--- src/rtl/seq_signed_divider.sv ---
// Sequential signed divider: restoring radix-2 division on operand magnitudes,
// one quotient bit per clock, then a sign-fix cycle; start/done handshake.
module seq_signed_divider #(
  parameter int WIDTH = 32
) (
  input  logic             clk,
  input  logic             reset,
  input  logic             start,
  input  logic [WIDTH-1:0] dividend,
  input  logic [WIDTH-1:0] divisor,
  output logic             busy,
  output logic             done,
  output logic [WIDTH-1:0] quotient,
  output logic [WIDTH-1:0] remainder,
  output logic             div_by_zero
);

  localparam int CW = $clog2(WIDTH);
  localparam logic [CW-1:0] LAST_ITER = CW'(WIDTH - 1);

  typedef enum logic [1:0] {
    ST_IDLE = 2'd0,
    ST_CALC = 2'd1,
    ST_FIX  = 2'd2,
    ST_ZERO = 2'd3
  } state_t;

  state_t           state_q, state_d;
  logic [WIDTH-1:0] rem_q, rem_d;
  logic [WIDTH-1:0] quo_q, quo_d;
  logic [WIDTH-1:0] dvs_q, dvs_d;
  logic [CW-1:0]    cnt_q, cnt_d;
  logic             sgn_quo_q, sgn_quo_d;
  logic             sgn_rem_q, sgn_rem_d;
  logic [WIDTH-1:0] quot_q, quot_d;
  logic [WIDTH-1:0] remo_q, remo_d;
  logic             dbz_q, dbz_d;
  logic             done_q, done_d;
  logic [WIDTH:0]   shifted_s;
  logic [WIDTH:0]   diff_s;

  // Magnitude as unsigned; the most negative value maps onto 2^(WIDTH-1) exactly.
  function automatic logic [WIDTH-1:0] mag(input logic [WIDTH-1:0] x);
    mag = x[WIDTH-1] ? (~x + WIDTH'(1)) : x;
  endfunction

  assign shifted_s = {rem_q, quo_q[WIDTH-1]};
  assign diff_s    = shifted_s - {1'b0, dvs_q};

  // Next-state and datapath control
  always_comb begin
    state_d   = state_q;
    rem_d     = rem_q;
    quo_d     = quo_q;
    dvs_d     = dvs_q;
    cnt_d     = cnt_q;
    sgn_quo_d = sgn_quo_q;
    sgn_rem_d = sgn_rem_q;
    quot_d    = quot_q;
    remo_d    = remo_q;
    dbz_d     = dbz_q;
    done_d    = 1'b0;
    case (state_q)
      ST_IDLE: begin
        if (start) begin
          rem_d     = '0;
          dvs_d     = mag(divisor);
          cnt_d     = '0;
          sgn_quo_d = dividend[WIDTH-1] ^ divisor[WIDTH-1];
          sgn_rem_d = dividend[WIDTH-1];
          if (divisor == '0) begin
            // Raw dividend is parked in quo_q so ZERO can return it unchanged.
            quo_d   = dividend;
            state_d = ST_ZERO;
          end else begin
            quo_d   = mag(dividend);
            state_d = ST_CALC;
          end
        end else begin
          state_d = ST_IDLE;
        end
      end
      ST_CALC: begin
        // No borrow out of the trial subtraction means shifted remainder >= divisor.
        quo_d = {quo_q[WIDTH-2:0], ~diff_s[WIDTH]};
        rem_d = diff_s[WIDTH] ? shifted_s[WIDTH-1:0] : diff_s[WIDTH-1:0];
        cnt_d = cnt_q + CW'(1);
        if (cnt_q == LAST_ITER) begin
          state_d = ST_FIX;
        end else begin
          state_d = ST_CALC;
        end
      end
      ST_FIX: begin
        quot_d  = sgn_quo_q ? (WIDTH'(0) - quo_q) : quo_q;
        remo_d  = sgn_rem_q ? (WIDTH'(0) - rem_q) : rem_q;
        dbz_d   = 1'b0;
        done_d  = 1'b1;
        state_d = ST_IDLE;
      end
      ST_ZERO: begin
        quot_d  = '1;
        remo_d  = quo_q;
        dbz_d   = 1'b1;
        done_d  = 1'b1;
        state_d = ST_IDLE;
      end
      default: begin
        state_d = ST_IDLE;
      end
    endcase
  end

  // State and result registers
  always_ff @(posedge clk) begin
    if (reset) begin
      state_q   <= ST_IDLE;
      rem_q     <= '0;
      quo_q     <= '0;
      dvs_q     <= '0;
      cnt_q     <= '0;
      sgn_quo_q <= 1'b0;
      sgn_rem_q <= 1'b0;
      quot_q    <= '0;
      remo_q    <= '0;
      dbz_q     <= 1'b0;
      done_q    <= 1'b0;
    end else begin
      state_q   <= state_d;
      rem_q     <= rem_d;
      quo_q     <= quo_d;
      dvs_q     <= dvs_d;
      cnt_q     <= cnt_d;
      sgn_quo_q <= sgn_quo_d;
      sgn_rem_q <= sgn_rem_d;
      quot_q    <= quot_d;
      remo_q    <= remo_d;
      dbz_q     <= dbz_d;
      done_q    <= done_d;
    end
  end

  assign busy        = (state_q != ST_IDLE);
  assign done        = done_q;
  assign quotient    = quot_q;
  assign remainder   = remo_q;
  assign div_by_zero = dbz_q;

endmodule

--- config.mk ---
export PLATFORM = sky130hd
export DESIGN_NAME = seq_signed_divider
export DESIGN_NICKNAME = d
export VERILOG_FILES = /design/src/rtl/seq_signed_divider.sv
export SDC_FILE = /design/constraint.sdc
export NUM_CORES = 1
export LEC_CHECK = 0
export BUFFER_PORTS_ARGS = -buffer_cell sky130_fd_sc_hd__buf_2
export CAP_MARGIN = 30
export CORE_UTILIZATION = 45
export CTS_BUF_LIST = sky130_fd_sc_hd__clkbuf_8
export CTS_CLUSTER_SIZE = 40
export DETAILED_ROUTE_END_ITERATION = 16
export MAX_ROUTING_LAYER = met4
export PLACE_DENSITY = 0.63
export SKIP_LAST_GASP = 1
export SYNTH_ARGS = -nofsm -noshare
export SYNTH_HDL_FRONTEND = slang
export SYNTH_SLANG_ARGS = --single-unit
--- constraint.sdc ---
create_clock -name clk -period 11.25 [get_ports clk]
set_input_delay 2.25 -clock clk [delete_from_list [all_inputs] [get_ports clk]]
set_output_delay 2.25 -clock clk [all_outputs]
set_load 0.05 [all_outputs]
==> impl_metrics.py, run 1 <==
metrics = {
    "floorplan": {
        "initial_core_util": 0.464,
        "die_w_um": 159,
        "die_area_um2": 25100,
        "io_pins": 134,
        "die_h_um": 159,
        "core-area_um2": 23800,
        "num_rows": 56,
    },
    "finish": {
        "postLayoutCoreUtil": 0.514,
        "fillers": 2335,
        "final_common_cell": "dfxtp_1",
        "ff_latch_area_um2": 3430,
        "syn_to_final_growth_pct": 10.7,
        "final_cell_mix": "169 x dfxtp_1, 162 x nor2_1, 159 x nand2_1, 132 x buf_2, 103 x xor2_1",
        "multi_input_area_um2": 7010,
        "nets": 1584,
        "antenna_cells": 0,
        "finalNonFillerCells": 1810,
        "drive_gt1_frac": 0.133,
    },
    "timing": {
        "slew_headroom": 0.248,
        "finalSetupViolCount": 0,
        "worst_pin_slew_ns": 1.13,
        "fin_ws_ns": 5.80,
        "slew_viol_final": 0,
        "timing.setup.tns_ns": 0,
        "period_share": 0.484,
        "final_hold_viol_count": 0,
        "period_minus_slack_ns": 5.45,
        "rsz0062_at_grt": "false",
        "fmax_ghz": 0.184,
        "clock_skew_ns": 0.0223,
    },
    "placed_design": {
        "gp_congestion": 0.897,
        "place_inst": 1778,
        "io_buffer_count": 133,
        "place_ws_ns": 5.33,
        "dp.final_hpwl_mm": 23.6,
    },
    "detailed_routing": {
        "wl_per_cell_um": 17.6,
        "dr_total_vias": 10400,
        "drtAntennaViolNets": 0,
        "drtIter0Drc": 812,
        "via_per_inst": 5.76,
        "route.detailed.drc": 0,
        "drt_wl_total_mm": 31.9,
        "drtPass1Iterations": 7,
    },
    "clock_tree": {
        "clkLatencyLatePin_ns": 0.47,
        "clockRootBuffer": "clkbuf_8",
        "cts_hold_buf": 0,
        "cts_setup_buffers": 0,
        "htree_levels": 4,
        "clk_pin_slew_ns": 0.10,
        "clk_path_buf_depth": 2,
        "cts_resized": 0,
        "cts_tree": "done",
        "cts.sinks": 171,
        "cts_buffers": 17,
    },
    "min_path": {
        "hold_path_class": "flop to flop",
        "min_from": "dvs_q[22]",
    },
    "global_routing": {
        "grt_pass1_vias": 9249,
        "grt_overflow": 0,
        "grt_usage": 0.265,
        "antenna_found_initial": 0,
        "grt_pass1_wl_mm": 50.4,
        "grt_max_degree": 88,
    },
    "logic_synthesis": {
        "synth-edff-count": 0,
        "syn_area_per_cell_um2": 7.79,
        "synth_ff_type": "dfxtp_1",
        "ys_warn_count": 0,
        "ys_ff_latch": 171,
        "async_flop_share": 0,
        "yosysTopAreaCellShare": 0.310,
        "synth_top_area_cell": "dfxtp_1",
        "netlist_instances": 1416,
        "synth_area_leaders": "dfxtp_1 31%, xor2_1 8.2%, nor2_1 5.5%",
        "ys_seq_area_frac": 0.310,
        "syn_area_um2": 11000,
        "syn_nets": 1522,
        "yosys.cell_types.count": 69,
    },
    "power_and_ir_drop": {
        "irDropWorstVdd_mv": 0.0840,
        "power_density_nw_per_um2": 175,
        "power_leakage_nw": 4.86,
        "total_power_mw": 2.14,
    },
    "critical_path": {
        "cp.required_ns": 11.61,
        "critPathArrivalTime_ns": 5.80,
        "critPathLaunchType": "input pin",
        "crit_fanout": 7,
        "critPathCaptureType": "flop",
        "critPathKind": "input pin to flop",
        "crit_start": "divisor[3]",
        "worstReg2RegStart": "quo_q[31]",
    },
    "job": {
        "maxCapViolations": 0,
    },
    "status": {
        "status": "completed",
    },
}
## final cells by class
type                       instances  share of cell area
clock buffer                      18              0.0203
clock inverter                    14              0.0129
inverter                          50              0.0154
multi-input combinational       1092               0.574
sequential                       171               0.281
tap                              319              0.0327
timing repair buffer             146              0.0637
## routing by layer
layer / share of wire / global-route usage / wire, µm
met1: 0.49 / 0.383 / 15700
met5: 0 / - / 0
met2: 0.42 / 0.377 / 13400
met3: 0.063 / 0.0362 / 2000
met4: 0.021 / 0.0829 / 663
## sequential cells by signal (all words and copies together) (netlist names)
| name | count |
|---|---|
| dvs_q | 32 |
| quo_q | 32 |
| sgn_rem_q | 1 |
| rem_q | 32 |
| sgn_quo_q | 1 |
| state_q | 2 |
| done | 1 |
| remainder | 32 |
| cnt_q | 5 |
| quotient | 32 |
| div_by_zero | 1 |
## through the flow
stage,area [µm²],hold slack [ns]
2_1_floorplan,11000,0.432
3_3_place_gp,11800,0.441
3_5_place_dp,11800,0.447
4_1_cts,12200,0.460
5_1_grt,12200,0.491
6_report,12200,0.456
## cells in the mapped netlist (all sizes together), types with 4 or more instances
master,count
or4,21
nor3,24
a211oi,67
o211ai,8
and2,6
dfxtp,171
a221oi,28
buf,21
a21oi,91
o21ai,90
xor2,103
nor4,4
clkbuf,82
nand3b,5
a22oi,20
o21a,11
mux2i,35
ha,38
xnor2,41
inv,50
and3,7
a21o,10
nand4,11
o41ai,17
a31oi,4
a22o,5
nor2b,11
o22ai,4
nand2b,10
nor2,162
nand2,159
o31ai,37
or3,11
nand3,16
o21bai,4
## cell families (layout without fill, tap and decap cells)
group                    count (synthesis)  count (layout)  synth area share
flip-flops                             171             171             0.310
adder cells (fa/ha/maj)                 39              39            0.0449
buffers and inverters                  153             228            0.0550
AO/OA/AOI/OAI                          414             414             0.251
XOR/XNOR                               144             144             0.114
AND/OR/NAND/NOR                        459             459             0.192
multiplexers                            36              36            0.0328
## report_power, final
group	internal, mW	switching (mW)
registers	0.651	0.0962
clock network	0.208	0.254
logic	0.376	0.557
total	1.23	0.907
## worst paths after layout
check / endpoint / slack (ns) / cells past startpoint
setup / recovery: quo_q[14] / 5.80 / 9
hold / removal: dvs_q[22] / 0.46 / 2
setup reg to reg: rem_q[4] / 7.16 / 13
hold reg to reg: dvs_q[22] / 0.46 / 2
## critical path: stages
cell and delay (ns):
buf_2 0.12, or3_1 0.41, or3b_2 0.52, or4_1 0.63
nand4b_1 0.36, o31ai_1 0.83, nor2_1 0.15, xnor2_1 0.16
a2111oi_0 0.36
(Power assumes the default switching activity.)
==> run 2: changes to the inputs <==
--- a/config.mk
+++ b/config.mk
@@ -5,6 +5,7 @@
 export SDC_FILE = /design/constraint.sdc
 export NUM_CORES = 1
 export LEC_CHECK = 0
+export ABC_AREA = 1
 export BUFFER_PORTS_ARGS = -buffer_cell sky130_fd_sc_hd__buf_2
 export CAP_MARGIN = 30
 export CORE_UTILIZATION = 45
==> constraint.sdc (replaced) <==
create_clock -name clk -period 5.4 [get_ports clk]
set_input_delay 1.08 -clock clk [delete_from_list [all_inputs] [get_ports clk]]
set_output_delay 1.08 -clock clk [all_outputs]
set_load 0.05 [all_outputs]
==> impl_metrics.py, run 2 <==
metrics = {
    "status": {
        "status": "completed",
    },
    "logic_synthesis": {
        "ys_warn_count": 0,
        "yosys.cell_types.count": 50,
        "synth-edff-count": 0,
        "yosysTopAreaCellShare": 0.256,
        "async_flop_share": 0,
        "yosysMostFrequentCell": "nand2_1",
        "syn_area_um2": 13400,
        "netlist_instances": 2253,
        "syn_nets": 2359,
        "ys_ff_latch": 171,
        "ys_seq_area_frac": 0.256,
        "synthTopCellsByCount": "616 x nand2_1, 322 x inv_1, 205 x nand3_1",
        "synth_top_area_cell": "dfxtp_1",
        "synth_ff_type": "dfxtp_1",
        "synth_area_leaders": "dfxtp_1 26%, nand2_1 17%, inv_1 9.0%",
        "syn_area_per_cell_um2": 5.93,
    },
    "global_routing": {
        "grt_usage": 0.308,
        "grt_pass1_vias": 13400,
        "grt_max_degree": 69,
        "grt_overflow": 0,
        "antenna_found_initial": 1,
        "grt_pass1_wl_mm": 71.8,
    },
    "detailed_routing": {
        "drtAntennaViolNets": 0,
        "highest_layer": "met4",
        "route.detailed.drc": 0,
        "wl_met1_mm": 21.2,
        "wl_per_cell_um": 16.7,
        "drt_wl_total_mm": 45.5,
        "met2WireLength_mm": 19.8,
        "via_per_inst": 5.42,
        "wl_met3_mm": 3.17,
        "drtIter0Drc": 1395,
        "drtPass1Iterations": 6,
        "dr_total_vias": 14800,
    },
    "placed_design": {
        "io_buffer_count": 133,
        "dp.final_hpwl_mm": 35.6,
        "gp_congestion": 0.972,
        "place_inst": 2693,
        "place_ws_ns": 1.93,
        "placed_cell_area_um2": 14200,
    },
    "clock_tree": {
        "clk_path_buf_depth": 2,
        "clk_pin_slew_ns": 0.11,
        "clkLatencyLatePin_ns": 0.48,
        "cts.sinks": 171,
        "cts_tree": "done",
        "cts_setup_buffers": 0,
        "cts_resized": 0,
        "htree_levels": 4,
        "cts_buffers": 17,
        "clockRootBuffer": "clkbuf_8",
        "cts_hold_buf": 0,
    },
    "power_and_ir_drop": {
        "power_leakage_nw": 7.39,
        "switching_share": 0.499,
        "switchingPower_mw": 2.69,
        "power_density_nw_per_um2": 366,
        "p_seq_frac": 0.277,
        "irDropWorstVdd_mv": 0.184,
        "pwr-share-comb": 0.532,
        "clock_power_share": 0.191,
        "internal-power_mw": 2.70,
    },
    "critical_path": {
        "crit_slowest_cell": "dfxtp_1",
        "reg2reg_to": "rem_q[29]",
        "cp.required_ns": 5.82,
        "critPathMaxStageDelay_ns": 0.91,
        "worstReg2RegStart": "state_q[1]",
        "critPathMostFrequentCell": "nand2_1",
        "crit_buf_inv": 4,
        "path_cells": "nor2_1 -> nand2_1 -> buf_4 -> inv_2 -> nor2_4 -> buf_4 -> nand2_1 -> nand3_1 -> nand2_1 -> inv_1",
        "r2r_setup_slack_ns": 2.22,
        "critPathCaptureType": "flop",
        "cp_top_family": "simple AND/OR/NAND/NOR gates",
        "crit_fanout": 48,
        "critPathArrivalTime_ns": 3.60,
        "critPathKind": "flop to flop",
        "reg2reg_depth": 10,
        "critPathLaunchType": "flop",
    },
    "timing": {
        "final_hold_viol_count": 0,
        "clock_skew_ns": 0.0188,
        "period_share": 0.589,
        "timing.setup.tns_ns": 0,
        "fmax_ghz": 0.314,
        "slew_headroom": 0.325,
        "rsz0062_at_grt": "false",
        "period_minus_slack_ns": 3.18,
        "hold_slack_ns": 0.468,
        "worst_pin_slew_ns": 1.01,
        "slew_viol_final": 0,
        "fin_ws_ns": 2.22,
        "finalSetupViolCount": 0,
    },
    "finish": {
        "finalNonFillerCells": 2726,
        "drive_gt1_frac": 0.119,
        "antenna_cells": 0,
        "fillers": 3085,
        "design_area_um2": 14700,
        "syn_to_final_growth_pct": 10.1,
        "nets": 2435,
        "final_cell_mix": "616 x nand2_1, 322 x inv_1, 205 x nand3_1, 190 x nor2_1, 174 x a21oi_1",
        "final_common_cell": "nand2_1",
    },
    "floorplan": {
        "core-area_um2": 28900,
        "die_h_um": 174,
        "io_pins": 134,
        "initial_core_util": 0.462,
        "die_area_um2": 30400,
        "num_rows": 62,
        "die_w_um": 174,
    },
    "min_path": {
        "whs_endpoint": "remainder[24]",
        "hold_path_class": "flop to flop",
        "min_path_cells": 2,
        "min_from": "remainder[24]",
    },
    "job": {
        "maxCapViolations": 0,
    },
}
==> run 2: cell types whose count changed in the layout (fill, tap and decap cells not counted), sizes merged, moves of 21 or more <==
cell	delta
o31ai	-34
o21ai	+62
inv	+280
nand2	+501
xor2	-77
nor2	+41
a221oi	-27
a211oi	-66
xnor2	-31
or4	-21
mux2i	-35
nand3	+203
nand4	+26
a21oi	+97
==> run 2: through the flow <==
step / power, mW / util
finish: 5.39 / 0.509
global route: 5.82 / 0.509
CTS: 5.37 / 0.508
detailed placement: 4.33 / 0.492
global placement: 4.31 / 0.491
floorplan: 3.67 / -
==> run 2: cells by family after synthesis <==
kind of cell	Yosys count	synth area share
AO/OA/AOI/OAI	409	0.171
XOR/XNOR	36	0.0236
adder cells (fa/ha/maj)	39	0.0371
buffers and inverters	424	0.125
flip-flops	171	0.256
AND/OR/NAND/NOR	1174	0.388
==> run 2: worst max path at each step <==
stage	start	endpoint	slack (ns)	depth (start not counted)
floorplan	dividend[1]	quo_q[18]	2.88	12
global route	state_q[1]	rem_q[29]	2.00	10
CTS	state_q[1]	rem_q[29]	2.24	10
detailed placement	divisor[31]	quo_q[27]	1.93	12
finish	state_q[1]	rem_q[29]	2.22	10
global placement	divisor[31]	quo_q[27]	2.00	12
==> run 2: final cells by class <==
| class | count | area, µm² | area share |
|---|---|---|---|
| clock buffer | 17 | 234 | 0.0159 |
| clock inverter | 15 | 225 | 0.0153 |
| inverter | 334 | 1250 | 0.0852 |
| multi-input combinational | 1658 | 8290 | 0.564 |
| sequential | 171 | 3420 | 0.233 |
| tap | 384 | 480 | 0.0326 |
| timing repair buffer | 147 | 806 | 0.0548 |
==> run 2: worst min-delay path, cell delays in order, from the launching register on <==
cell and delay (ns):
dfxtp_1 0.32, nand2_1 0.06, a21oi_1 0.06
==> run 2: power by group through the flow <==
stage	Clock, mW	Sequential (mW)	Combinational, mW
after floorplan	0	1.45	2.22
after global placement	0	1.52	2.79
after detailed placement	0	1.52	2.81
after CTS	1.04	1.49	2.83
after global routing	1.09	1.50	3.23
final	1.03	1.49	2.87
==> run 2: layer usage <==
metal,track usage,vias up
li1,-,7445
met1,0.423,6737
met2,0.466,513
met3,0.0402,67
met4,0.0972,0
met5,-,-
